<file path="src/rtl/keypad_entry.sv">
// 4x4 matrix keypad scanner, debouncer and signed decimal entry with valid/ack delivery.
// Optional auto-repeat of held digit/backspace keys is enabled with KEYPAD_AUTOREPEAT_EN.
module keypad_entry #(
  parameter logic [15:0] SCAN_DIV     = 16'd50000,
  parameter logic [19:0] DEBOUNCE_CNT = 20'd500000,
  parameter int          MAX_DIGITS   = 4
`ifdef KEYPAD_AUTOREPEAT_EN
  ,
  parameter logic [25:0] REPEAT_DLY   = 26'd25000000,
  parameter logic [25:0] REPEAT_RATE  = 26'd5000000
`endif
) (
  input  logic        sys_clk,
  input  logic        sys_rst_n,
  input  logic [3:0]  key_col,
  output logic [3:0]  key_row,
  input  logic        data_ack,
  output logic [31:0] data_out,
  output logic        data_valid,
  output logic [15:0] entry_bcd,
  output logic        entry_neg,
  output logic [2:0]  digit_cnt
);

  localparam logic [2:0] MAX_DIGITS_W = 3'(MAX_DIGITS);

  typedef enum logic [1:0] {SCAN, DEBOUNCE, RELEASE} scan_state_t;

  scan_state_t state_reg;
  logic [3:0]  col_meta_reg;
  logic [3:0]  col_s_reg;
  logic [1:0]  row_idx_reg;
  logic [3:0]  key_row_reg;
  logic [15:0] div_cnt_reg;
  logic [19:0] deb_cnt_reg;
  logic [3:0]  pat_reg;
  logic [1:0]  key_r_reg;
  logic [1:0]  key_c_reg;
  logic        armed_reg;
  logic [1:0]  clean_rows_reg;
  logic        key_event_reg;

  logic [31:0] data_out_reg;
  logic        data_valid_reg;
  logic [15:0] entry_bcd_reg;
  logic        entry_neg_reg;
  logic [2:0]  digit_cnt_reg;

  logic [3:0]  col_low;
  logic        one_low;
  logic [1:0]  col_idx;
  logic [1:0]  row_idx_next;

  logic        key_is_digit;
  logic        key_is_bksp;
  logic        key_is_sign;
  logic        key_is_clear;
  logic        key_is_enter;
  logic [3:0]  key_digit;

  logic [31:0] digit_val [4];
  logic [31:0] mag;
  logic [31:0] value;

  assign key_row    = key_row_reg;
  assign data_out   = data_out_reg;
  assign data_valid = data_valid_reg;
  assign entry_bcd  = entry_bcd_reg;
  assign entry_neg  = entry_neg_reg;
  assign digit_cnt  = digit_cnt_reg;

  assign col_low      = ~col_s_reg;
  assign one_low      = (col_low != 4'd0) && ((col_low & (col_low - 4'd1)) == 4'd0);
  assign row_idx_next = row_idx_reg + 2'd1;

  always_comb begin
    col_idx = 2'd0;
    case (col_low)
      4'b0010: col_idx = 2'd1;
      4'b0100: col_idx = 2'd2;
      4'b1000: col_idx = 2'd3;
      default: col_idx = 2'd0;
    endcase
  end

  // Column 3 holds the letter keys, row 3 holds * 0 #; everything else is 1..9.
  always_comb begin
    key_is_digit = 1'b0;
    key_is_bksp  = 1'b0;
    key_is_sign  = 1'b0;
    key_is_clear = 1'b0;
    key_is_enter = 1'b0;
    key_digit    = 4'd0;
    if (key_c_reg == 2'd3) begin
      key_is_sign  = (key_r_reg == 2'd0);
      key_is_clear = (key_r_reg == 2'd2);
    end else if (key_r_reg == 2'd3) begin
      case (key_c_reg)
        2'd0:    key_is_bksp  = 1'b1;
        2'd1:    key_is_digit = 1'b1;
        default: key_is_enter = 1'b1;
      endcase
    end else begin
      key_is_digit = 1'b1;
      key_digit    = {2'b00, key_r_reg} * 4'd3 + {2'b00, key_c_reg} + 4'd1;
    end
  end

  genvar gi;
  generate
    for (gi = 0; gi < 4; gi++) begin : g_digit
      localparam logic [31:0] WEIGHT = (gi == 0) ? 32'd1 : (gi == 1) ? 32'd10 :
                                       (gi == 2) ? 32'd100 : 32'd1000;
      assign digit_val[gi] = {28'd0, entry_bcd_reg[gi*4 +: 4]} * WEIGHT;
    end
  endgenerate

  assign mag   = digit_val[0] + digit_val[1] + digit_val[2] + digit_val[3];
  assign value = entry_neg_reg ? (32'd0 - mag) : mag;

`ifdef KEYPAD_AUTOREPEAT_EN
  logic [25:0] rep_cnt_reg;
  logic        rep_phase_reg;
  logic        key_repeatable;
  logic [25:0] rep_limit;

  assign key_repeatable = key_is_digit | key_is_bksp;
  assign rep_limit      = (rep_phase_reg ? REPEAT_RATE : REPEAT_DLY) - 26'd1;
`endif

  // A key found held before one clean sweep after reset is waited out in RELEASE
  // without an event, so only a fresh press after reset is ever reported.
  always_ff @(posedge sys_clk or negedge sys_rst_n) begin
    if (!sys_rst_n) begin
      state_reg      <= SCAN;
      col_meta_reg   <= 4'hF;
      col_s_reg      <= 4'hF;
      row_idx_reg    <= 2'd0;
      key_row_reg    <= 4'b1110;
      div_cnt_reg    <= 16'd0;
      deb_cnt_reg    <= 20'd0;
      pat_reg        <= 4'hF;
      key_r_reg      <= 2'd0;
      key_c_reg      <= 2'd0;
      armed_reg      <= 1'b0;
      clean_rows_reg <= 2'd0;
      key_event_reg  <= 1'b0;
`ifdef KEYPAD_AUTOREPEAT_EN
      rep_cnt_reg    <= 26'd0;
      rep_phase_reg  <= 1'b0;
`endif
    end else begin
      col_meta_reg  <= key_col;
      col_s_reg     <= col_meta_reg;
      key_event_reg <= 1'b0;
`ifdef KEYPAD_AUTOREPEAT_EN
      if (state_reg != RELEASE) begin
        rep_cnt_reg   <= 26'd0;
        rep_phase_reg <= 1'b0;
      end
`endif
      case (state_reg)
        SCAN: begin
          if (div_cnt_reg == SCAN_DIV - 16'd1) begin
            div_cnt_reg <= 16'd0;
            if (one_low) begin
              pat_reg     <= col_s_reg;
              key_r_reg   <= row_idx_reg;
              key_c_reg   <= col_idx;
              deb_cnt_reg <= 20'd0;
              state_reg   <= armed_reg ? DEBOUNCE : RELEASE;
            end else begin
              row_idx_reg <= row_idx_next;
              key_row_reg <= ~(4'b0001 << row_idx_next);
              if (col_s_reg != 4'hF) begin
                clean_rows_reg <= 2'd0;
              end else if (clean_rows_reg == 2'd3) begin
                armed_reg <= 1'b1;
              end else begin
                clean_rows_reg <= clean_rows_reg + 2'd1;
              end
            end
          end else begin
            div_cnt_reg <= div_cnt_reg + 16'd1;
          end
        end

        DEBOUNCE: begin
          if (col_s_reg != pat_reg) begin
            div_cnt_reg <= 16'd0;
            state_reg   <= SCAN;
          end else if (deb_cnt_reg == DEBOUNCE_CNT - 20'd1) begin
            key_event_reg <= 1'b1;
            deb_cnt_reg   <= 20'd0;
            state_reg     <= RELEASE;
          end else begin
            deb_cnt_reg <= deb_cnt_reg + 20'd1;
          end
        end

        RELEASE: begin
          if (col_s_reg != 4'hF) begin
            deb_cnt_reg <= 20'd0;
          end else if (deb_cnt_reg == DEBOUNCE_CNT - 20'd1) begin
            deb_cnt_reg <= 20'd0;
            div_cnt_reg <= 16'd0;
            armed_reg   <= 1'b1;
            state_reg   <= SCAN;
          end else begin
            deb_cnt_reg <= deb_cnt_reg + 20'd1;
          end
`ifdef KEYPAD_AUTOREPEAT_EN
          if (armed_reg && key_repeatable && (col_s_reg == pat_reg)) begin
            if (rep_cnt_reg == rep_limit) begin
              key_event_reg <= 1'b1;
              rep_cnt_reg   <= 26'd0;
              rep_phase_reg <= 1'b1;
            end else begin
              rep_cnt_reg <= rep_cnt_reg + 26'd1;
            end
          end else begin
            rep_cnt_reg   <= 26'd0;
            rep_phase_reg <= 1'b0;
          end
`endif
        end

        default: state_reg <= SCAN;
      endcase
    end
  end

  // A load in the same cycle as an ack takes priority over the valid clear.
  always_ff @(posedge sys_clk or negedge sys_rst_n) begin
    if (!sys_rst_n) begin
      data_out_reg   <= 32'd0;
      data_valid_reg <= 1'b0;
      entry_bcd_reg  <= 16'd0;
      entry_neg_reg  <= 1'b0;
      digit_cnt_reg  <= 3'd0;
    end else begin
      if (data_valid_reg && data_ack) begin
        data_valid_reg <= 1'b0;
      end
      if (key_event_reg) begin
        if (key_is_digit) begin
          if (digit_cnt_reg < MAX_DIGITS_W) begin
            entry_bcd_reg <= {entry_bcd_reg[11:0], key_digit};
            digit_cnt_reg <= digit_cnt_reg + 3'd1;
          end
        end else if (key_is_bksp) begin
          if (digit_cnt_reg != 3'd0) begin
            entry_bcd_reg <= entry_bcd_reg >> 4;
            digit_cnt_reg <= digit_cnt_reg - 3'd1;
          end
        end else if (key_is_sign) begin
          entry_neg_reg <= ~entry_neg_reg;
        end else if (key_is_clear) begin
          entry_bcd_reg <= 16'd0;
          entry_neg_reg <= 1'b0;
          digit_cnt_reg <= 3'd0;
        end else if (key_is_enter) begin
          if (!data_valid_reg || data_ack) begin
            data_out_reg   <= value;
            data_valid_reg <= 1'b1;
            entry_bcd_reg  <= 16'd0;
            entry_neg_reg  <= 1'b0;
            digit_cnt_reg  <= 3'd0;
          end
        end
      end
    end
  end

endmodule
</file>
<file path="config.mk">
export PLATFORM = sky130hd
export DESIGN_NAME = keypad_entry
export DESIGN_NICKNAME = d
export VERILOG_FILES = /design/src/rtl/keypad_entry.sv
export SDC_FILE = /design/constraint.sdc
export NUM_CORES = 1
export LEC_CHECK = 0
export CORE_MARGIN = 8
export CORE_UTILIZATION = 63
export CTS_CLUSTER_SIZE = 28
export DETAILED_ROUTE_END_ITERATION = 8
export PLACE_DENSITY = 0.86
export SYNTH_ARGS = -nofsm -noshare
export SYNTH_HDL_FRONTEND = slang
export SYNTH_SLANG_ARGS = --single-unit
</file>
<file path="constraint.sdc">
create_clock -name sys_clk -period 15.8 [get_ports sys_clk]
set_input_delay 1.58 -clock sys_clk [delete_from_list [all_inputs] [get_ports sys_clk]]
set_output_delay 1.58 -clock sys_clk [all_outputs]
set_load 0.05 [all_outputs]
</file>
==> impl_metrics.toml, run 1 <==
[sta]
hold_violations = 0
max-slew-margin-rel_pct = 26.84
slew_violations = 0
whs_ps = 355.7
rsz0062_at_grt = "no"
setup-tns-final_ps = 0
finClkSkew_ps = 10.11
worst_pin_slew_ps = 1094
fin_ws_ps = 10140
period_share_pct = 35.80
clock.fmax_mhz = 176.8
post-route-min-period_ps = 5657
finalSetupViolCount = 0

[drt]
drt_pre_antenna_iters = 4
avgViaCountPerCell = 5.948
drt-met1-wl_mm = 6.622
top_layer = "met4"
route.detailed.wl_per_inst_um = 16.25
drt_iter0_drc = 483
wl_mm = 15.51
wl_met3_um = 643
ant_nets = 0
vias = 5674
dr_wl_met2_mm = 7.960
drc_errors = 0

[grt]
grt_pass1_vias = 5416
overflow = 0
grt_pass1_wl_mm = 26.21
grt_max_degree = 72
grtUsageTotal_pct = 21.74
antenna_found_initial = 0

[yosys]
netlist_area_um2 = 7101
yosysSeqAreaShare_pct = 35.86
synth_area_per_cell_um2 = 9.115
synth-edff-count = 0
syn-instance-count = 779
ys_types = 55
synthFlopType = "dfrtp_1"
synthesis.nets = 878
yosysWarnings = 0
synth_seq_cells = 101
ys_async_sr_fraction_pct = 100.0

[run]
maxCapViolCount = 0

[worst_setup_path]
startpoint_type = "flop"
path_class = "reg -> reg"
worst-path-max-fanout = 9
end_kind = "flop"
critical_path_required_ps = 15990
critPathArrivalTime_ps = 5850

[cts]
clockBufferDepth = 2
postCtsSetupBuffers = 0
h-tree-depth = 3
cts_sinks = 101
cts_tree = "yes"
cts_hold_buffers = 0
cts_resized = 0
clock_latency_ps = 350
cts_buffers = 9
ctsRootBufferMaster = "clkbuf_16"
cts.clk_slew.worst_paths_ps = 70

[placement]
dp_slack_ps = 10210
port_buffers = 63
hpwl_mm = 11.52
place_inst = 939
gp_congestion = 0.8530

[power_and_ir_drop]
power_density_nw_per_um2 = 63.81
leakagePower_nw = 3.641
ir_drop_v = 0.00008751

[outcome]
status = "completed"

[floorplan]
io_pins = 64
die_h_um = 122.2
start_util_pct = 64.93
coreArea_um2 = 10940
dieArea_um2 = 14920
fp-row-count = 38
die_w_um = 122.2

[cells_and_area]
fillers = 791
multi_input_area_um2 = 4075
final_layout_size_suffix_gt1_share_pct = 5.528
diodes = 0
largest_register_ffs = 20
final_util_pct = 72.94
seq_area_um2 = 2546
fin_nets = 909
final_cells = 954
syn_to_final_growth_pct = 12.33

[hold_path]
hold_path_class = "reg -> reg"
## per-stage QoR
| step | area (um^2) | power, mW |
|---|---|---|
| finish | 7976 | 0.5090 |
| global route | 7976 | 0.5264 |
| CTS | 7976 | 0.5131 |
| detailed placement | 7661 | 0.2766 |
| global placement | 7661 | 0.2763 |
| floorplan | 7101 | 0.2698 |
## critical path: stages (launching register included)
cell and delay (ps):
dfrtp_1 510, fa_1 630, inv_1 110, fa_1 500, inv_1 40, ha_1 340
o21ai_0 220, nor2_1 80, nor2_1 130, ha_1 240, ha_1 300, ha_1 420
a21oi_1 400, o211ai_1 170, a31oi_1 220, xor2_1 320, nand2_1 150, or4_1 490
o21ai_0 140, o21ai_0 90
## metal layers
layer  GRT usage (%)  vias up
li1                -     2743
met1           26.70     2774
met2           37.62      134
met3           4.350       23
met4           7.007        0
met5               0        -
## where the power goes
part,switching (mW),internal [mW]
logic,0.00625,0.00282
clock network,0.0955,0.142
registers,0.00187,0.261
total,0.104,0.405
## cell usage after synthesis (all sizes together), types with 12 or more instances
cell | number | area, um^2
clkbuf | 23 | 86.33
xnor2 | 36 | 315.3
fa | 19 | 380.4
xor2 | 14 | 122.6
nand3 | 12 | 60.06
ha | 73 | 913.4
nor2 | 54 | 202.7
dfstp | 15 | 394.1
inv | 59 | 221.5
nand2b | 14 | 87.58
o21ai | 97 | 485.5
dfrtp | 86 | 2152
nand2 | 83 | 319.1
and3 | 15 | 93.84
a21oi | 29 | 145.1
buf | 22 | 171.4
## worst paths after layout
path                                            from                       end  slack [ps]  depth (start not counted)
max                        entry_bcd[14]$_DFFE_PN0P_  data_out[30]$_DFFE_PN0P_       10140                         19
min                        col_meta_reg[3]$_DFF_PN1_    col_s_reg[3]$_DFF_PN1_         360                          0
max reg2reg                entry_bcd[14]$_DFFE_PN0P_  data_out[30]$_DFFE_PN0P_       10140                         19
min reg2reg                col_meta_reg[3]$_DFF_PN1_    col_s_reg[3]$_DFF_PN1_         360                          0
max in group asynchronous                  sys_rst_n  key_c_reg[0]$_DFFE_PN0P_       13430                          2
min in group asynchronous                  sys_rst_n  data_out[30]$_DFFE_PN0P_        1140                          1
## final cells by class
cell class                      count  area share [%]
Clock inverter                      4          0.9098
Timing Repair Buffer               65           8.063
Tap cell                          140           2.196
Inverter                           59           2.776
Multi-Input combinational cell    574           51.09
Clock buffer                       11           3.043
Sequential cell                   101           31.92
## placed cells by master (no fill, tap or decap), drive strengths merged, types with 5 or more instances in the layout
master          n
nand2          83
xor2           14
ha             73
o21ai          97
o31ai          10
fa             19
a31oi           7
dfstp          15
nand2b         14
clkbuf         11
nor4            9
nor2b           7
a21oi          29
a211oi          5
nor2           54
a21o           11
mux2            6
and3           15
xnor2          36
nand4          10
dfrtp          86
inv            59
clkdlybuf4s50  62
a22oi           8
o22ai           5
nor3            9
nand3          12
## cell families after synthesis
logic type | share of synthesized area [%]
multiplexers | 1.515
flip-flops | 35.86
adder cells (fa/ha/maj) | 18.22
AND/OR/NAND/NOR | 15.40
AO/OA/AOI/OAI | 16.09
buffers and inverters | 6.749
XOR/XNOR | 6.167
Note: power is estimated with default switching activity, not from simulation.
==> run 2: changes to the inputs <==
--- a/config.mk
+++ b/config.mk
@@ -6,10 +6,10 @@
 export NUM_CORES = 1
 export LEC_CHECK = 0
 export CORE_MARGIN = 8
-export CORE_UTILIZATION = 63
+export CORE_UTILIZATION = 59
 export CTS_CLUSTER_SIZE = 28
 export DETAILED_ROUTE_END_ITERATION = 8
-export PLACE_DENSITY = 0.86
+export PLACE_DENSITY = 0.81
 export SYNTH_ARGS = -nofsm -noshare
 export SYNTH_HDL_FRONTEND = slang
 export SYNTH_SLANG_ARGS = --single-unit
==> constraint.sdc (replaced) <==
create_clock -name sys_clk -period 5.9 [get_ports sys_clk]
set_input_delay 0.59 -clock sys_clk [delete_from_list [all_inputs] [get_ports sys_clk]]
set_output_delay 0.59 -clock sys_clk [all_outputs]
set_load 0.05 [all_outputs]
==> impl_metrics.toml, run 2 (synthesis gave the netlist of run 1 again) <==
[floorplan]
die_h_um = 125.7
fp-row-count = 40
io_pins = 64
dieArea_um2 = 15800
die_w_um = 125.7
start_util_pct = 59.86
coreArea_um2 = 11860

[worst_setup_path]
cpPeakStageDelay_ps = 620
crit_family = "adder cells"
crit_chain = "fa_1, inv_1, fa_1, inv_1, ha_1, o21ai_0, nor2_1, nor2_1, ha_1, ha_1, ha_1, a21oi_2, o211ai_1, a31oi_1, xor2_1, nand2_1, or4_1, o21ai_0, o21ai_0"
reg2reg_depth = 19
critical_path_required_ps = 6100
startpoint_type = "flop"
rrSetupSlack_ps = 480
end_kind = "flop"
crit_slowest_cell = "fa_1"
critPathArrivalTime_ps = 5620
crit_buf_inv = 2
reg2reg_to = "data_out[30]$_DFFE_PN0P_"
path_class = "reg -> reg"
worst-path-max-fanout = 9
cpMostUsedCell = "ha_1"
timing.rr.start = "entry_bcd[14]$_DFFE_PN0P_"

[power_and_ir_drop]
sw_frac_of_total_pct = 21.22
p_seq_share_pct = 51.4
power_frac_clock_pct = 46.8
leakagePower_nw = 3.643
switching_power_mw = 0.2902
power_density_nw_per_um2 = 171.1
p_comb_share_pct = 1.8
power.total_mw = 1.367
intPower_mw = 1.077
ir_drop_v = 0.0001384

[sta]
post-route-min-period_ps = 5416
worst_pin_slew_ps = 1167
period_share_pct = 91.80
hold_violations = 0
max-slew-margin-rel_pct = 21.96
rsz0062_at_grt = "no"
fin_ws_ps = 483.8
clock.fmax_mhz = 184.6
whs_ps = 184.0
finalSetupViolCount = 0
setup-tns-final_ps = 0
finClkSkew_ps = 11.37
slew_violations = 0

[grt]
overflow = 0
grtUsageTotal_pct = 20.70
grt_pass1_vias = 5696
grt_max_degree = 65
antenna_found_initial = 0
grt_pass1_wl_mm = 27.19

[cells_and_area]
syn_to_final_growth_pct = 12.51
diodes = 0
largest_register_ffs = 20
mostFrequentLayoutCell = "o21ai_0"
final_layout_size_suffix_gt1_share_pct = 5.767
final_cell_mix = "o21ai_0 (97), dfrtp_1 (86), nand2_1 (82)"
fin_area_um2 = 7989
fin_nets = 909

[cts]
cts_sinks = 101
cts.clk_slew.worst_paths_ps = 70
cts_tree = "yes"
clockBufferDepth = 2
cts_hold_buffers = 0
clock_latency_ps = 360
ctsRootBufferMaster = "clkbuf_16"
h-tree-depth = 3
cts_buffers = 9

[drt]
route.detailed.wl_per_inst_um = 16.46
wl_mm = 15.84
vias = 5671
drc_errors = 0
drt_iter0_drc = 370
drt_pre_antenna_iters = 5
avgViaCountPerCell = 5.895
ant_nets = 0

[placement]
hpwl_mm = 11.59
dp_slack_ps = 388.9
port_buffers = 63
gp_congestion = 0.8930
place_area_um2 = 7670

[outcome]
status = "completed"

[run]
maxCapViolCount = 0

[hold_path]
hold_path_class = "in -> async"
==> run 2: cell count changes in the layout (fill, tap and decap cells not counted) <==
cell | previous run | this run
clkbuf_8 | 1 | 0
clkinv_2 | 1 | 2
a21oi_2 | 0 | 1
a21oi_1 | 29 | 28
inv_6 | 0 | 1
==> run 2: area by class of cell <==
cell class	count	area (um^2)
repair buffers	65	643.1
inverters	59	221.5
clock inverters	6	86.33
fillers	959	3872
well taps	147	183.9
flip-flops and latches	101	2546
clock buffers	10	229.0
multi-input cells	574	4079
==> run 2: through the flow <==
stage / utilization (%) / cells
2_1_floorplan: - / 779
3_3_place_gp: 64.66 / 946
3_5_place_dp: 64.66 / 946
4_1_cts: 67.32 / 962
5_1_grt: 67.35 / 962
6_report: 67.35 / 962
==> run 2: how the worst max path moves through the flow <==
stage                              start                  endpoint  depth (start not counted)  slack (ps)
6_report       entry_bcd[14]$_DFFE_PN0P_  data_out[30]$_DFFE_PN0P_                         19         480
5_1_grt        entry_bcd[14]$_DFFE_PN0P_  data_out[30]$_DFFE_PN0P_                         19         120
4_1_cts        entry_bcd[14]$_DFFE_PN0P_  data_out[30]$_DFFE_PN0P_                         19         360
3_5_place_dp   entry_bcd[14]$_DFFE_PN0P_  data_out[30]$_DFFE_PN0P_                         19         390
3_3_place_gp   entry_bcd[14]$_DFFE_PN0P_  data_out[30]$_DFFE_PN0P_                         19         540
2_1_floorplan  entry_bcd[14]$_DFFE_PN0P_  data_out[30]$_DFFE_PN0P_                         20         530
==> run 2: routing by layer <==
layer,vias to the layer above,track usage [%],wire (um)
met5,-,0,0
met4,0,10.96,513
met3,33,2.827,539
met2,124,36.71,8226
met1,2783,23.86,6557
li1,2731,-,-
==> run 2: worst reg2reg max path, stage by stage, from the launching register on <==
cell	delay, ps
dfrtp_1	500
fa_1	620
inv_1	100
fa_1	500
inv_1	40
ha_1	340
o21ai_0	240
nor2_1	80
nor2_1	120
ha_1	240
ha_1	300
ha_1	420
a21oi_2	280
o211ai_1	130
a31oi_1	210
xor2_1	310
nand2_1	150
or4_1	470
o21ai_0	140
o21ai_0	80
==> run 2: repair_timing <==
item	in CTS	in global routing
hold endpoints to repair	0	0
resized for setup	0	1
buffers inserted	0	0
setup endpoints to repair	0	1
==> run 2: power by group through the flow <==
| stage | combinational, mW | clock (mW) | sequential, mW |
|---|---|---|---|
| after floorplan | 0.0113 | 0 | 0.711 |
| after global placement | 0.0248 | 0 | 0.715 |
| after detailed placement | 0.0255 | 0 | 0.716 |
| after CTS | 0.0256 | 0.650 | 0.703 |
| after global routing | 0.0284 | 0.671 | 0.703 |
| final | 0.0244 | 0.640 | 0.703 |
==> run 3: changes to the inputs <==
--- a/config.mk
+++ b/config.mk
@@ -5,7 +5,7 @@
 export SDC_FILE = /design/constraint.sdc
 export NUM_CORES = 1
 export LEC_CHECK = 0
-export CORE_MARGIN = 8
+export CORE_MARGIN = 2
 export CORE_UTILIZATION = 59
 export CTS_CLUSTER_SIZE = 28
 export DETAILED_ROUTE_END_ITERATION = 8
==> impl_metrics.toml, run 3 (synthesis gave the netlist of run 1 again) <==
[outcome]
status = "completed"

[power_and_ir_drop]
ir_drop_v = 0.0001470
leakagePower_nw = 3.627
power_density_nw_per_um2 = 161.8

[floorplan]
start_util_pct = 59.86
io_pins = 64
coreArea_um2 = 11860
fp-row-count = 40
die_w_um = 113.7
dieArea_um2 = 12930
die_h_um = 113.7

[drt]
drc_errors = 0
vias = 5618
ant_nets = 0
avgViaCountPerCell = 5.840
wl_mm = 14.97
drt_pre_antenna_iters = 5
route.detailed.wl_per_inst_um = 15.56
drt_iter0_drc = 314

[cts]
cts_tree = "yes"
cts_buffers = 9
clockBufferDepth = 2
cts_sinks = 101
cts_hold_buffers = 0
ctsRootBufferMaster = "clkbuf_16"
cts.clk_slew.worst_paths_ps = 70
postCtsSetupBuffers = 0
cts_resized = 0
h-tree-depth = 3
clock_latency_ps = 350

[sta]
clock.fmax_mhz = 181.4
worst_pin_slew_ps = 1107
post-route-min-period_ps = 5513
setup-tns-final_ps = 0
hold_violations = 0
max-slew-margin-rel_pct = 25.95
fin_ws_ps = 386.7
rsz0062_at_grt = "no"
slew_violations = 0
finClkSkew_ps = 11.24
whs_ps = 196.2
period_share_pct = 93.45
finalSetupViolCount = 0

[worst_setup_path]
timing.rr.start = "entry_bcd[14]$_DFFE_PN0P_"
crit_chain = "fa_1, inv_1, fa_1, inv_1, ha_1, o21ai_0, nor2_1, nor2_1, ha_1, ha_1, ha_1, a21oi_2, o211ai_1, a31oi_1, xor2_1, nand2_1, or4_1, o21ai_0, o21ai_0"
crit_family = "adder cells"
critical_path_required_ps = 6100
critPathArrivalTime_ps = 5710
end_kind = "flop"
crit_start = "entry_bcd[14]$_DFFE_PN0P_"
rrSetupSlack_ps = 390
cpPeakStageDelay_ps = 620
path_class = "reg -> reg"
startpoint_type = "flop"
cpMostUsedCell = "ha_1"
worst-path-max-fanout = 9
crit_slowest_cell = "fa_1"
crit_buf_inv = 2

[grt]
grt_pass1_vias = 5552
grtUsageTotal_pct = 24.77
antenna_found_initial = 0
grt_pass1_wl_mm = 25.83
overflow = 0
grt_max_degree = 69

[cells_and_area]
diodes = 0
final_cell_mix = "o21ai_0 (97), dfrtp_1 (86), nand2_1 (82)"
fin_area_um2 = 7944
mostFrequentLayoutCell = "o21ai_0"
syn_to_final_growth_pct = 11.88
final_layout_size_suffix_gt1_share_pct = 5.644
fin_nets = 909
largest_register_ffs = 20

[run]
maxCapViolCount = 0

[placement]
hpwl_mm = 10.96
port_buffers = 63
gp_congestion = 0.8458
dp_slack_ps = 320.9
place_area_um2 = 7670

[hold_path]
hold_path_class = "in -> async"
-- run 3: cell types whose count changed in the layout (fill, tap and decap cells not counted), sizes merged --
cell / delta
bufinv: -2
clkbuf: +2
clkinv: +1
clkinvlp: -1
-- run 3: area by class of cell --
cell class	instances	area (um^2)
timing repair buffer	65	643.1
tap	147	183.9
inverter	59	221.5
fill	938	3918
multi-input combinational	574	4079
clock buffer	12	246.5
clock inverter	4	23.77
sequential	101	2546
-- run 3: path summary, 6_finish.rpt --
kind                                       endpoint  depth (start not counted)
max                        data_out[30]$_DFFE_PN0P_                         19
min                        data_out[10]$_DFFE_PN0P_                          1
max reg2reg                data_out[30]$_DFFE_PN0P_                         19
min reg2reg                  col_s_reg[0]$_DFF_PN1_                          0
max in group asynchronous  entry_bcd[4]$_DFFE_PN0P_                          2
min in group sys_clk         col_s_reg[0]$_DFF_PN1_                          0
-- run 3: worst register-to-register path: stages, from the launching register on --
cell	delay [ps]
dfrtp_1	500
fa_1	620
inv_1	100
fa_1	500
inv_1	40
ha_1	340
o21ai_0	240
nor2_1	100
nor2_1	140
ha_1	240
ha_1	300
ha_1	420
a21oi_2	290
o211ai_1	130
a31oi_1	220
xor2_1	330
nand2_1	150
or4_1	480
o21ai_0	150
o21ai_0	80
-- run 3: power breakdown --
part	total (mW)	switching [mW]	internal, mW
Combinational	0.0248	0.0173	0.00755
Sequential	0.703	0.00533	0.698
Clock	0.558	0.260	0.298
-- run 3: stage by stage --
step	utilization, %	std cells	power, mW
2_1_floorplan	-	779	0.7226
3_3_place_gp	64.66	946	0.7405
3_5_place_dp	64.66	946	0.7417
4_1_cts	66.94	962	1.296
5_1_grt	66.97	962	1.329
6_report	66.97	962	1.285
-- run 3: per-layer routing --
| layer | GRT usage [%] | part of all wire [%] |
|---|---|---|
| met1 | 30.94 | 42 |
| met2 | 43.31 | 52 |
| met3 | 4.410 | 3.8 |
| met4 | 8.943 | 2.1 |
| met5 | 0 | 0 |
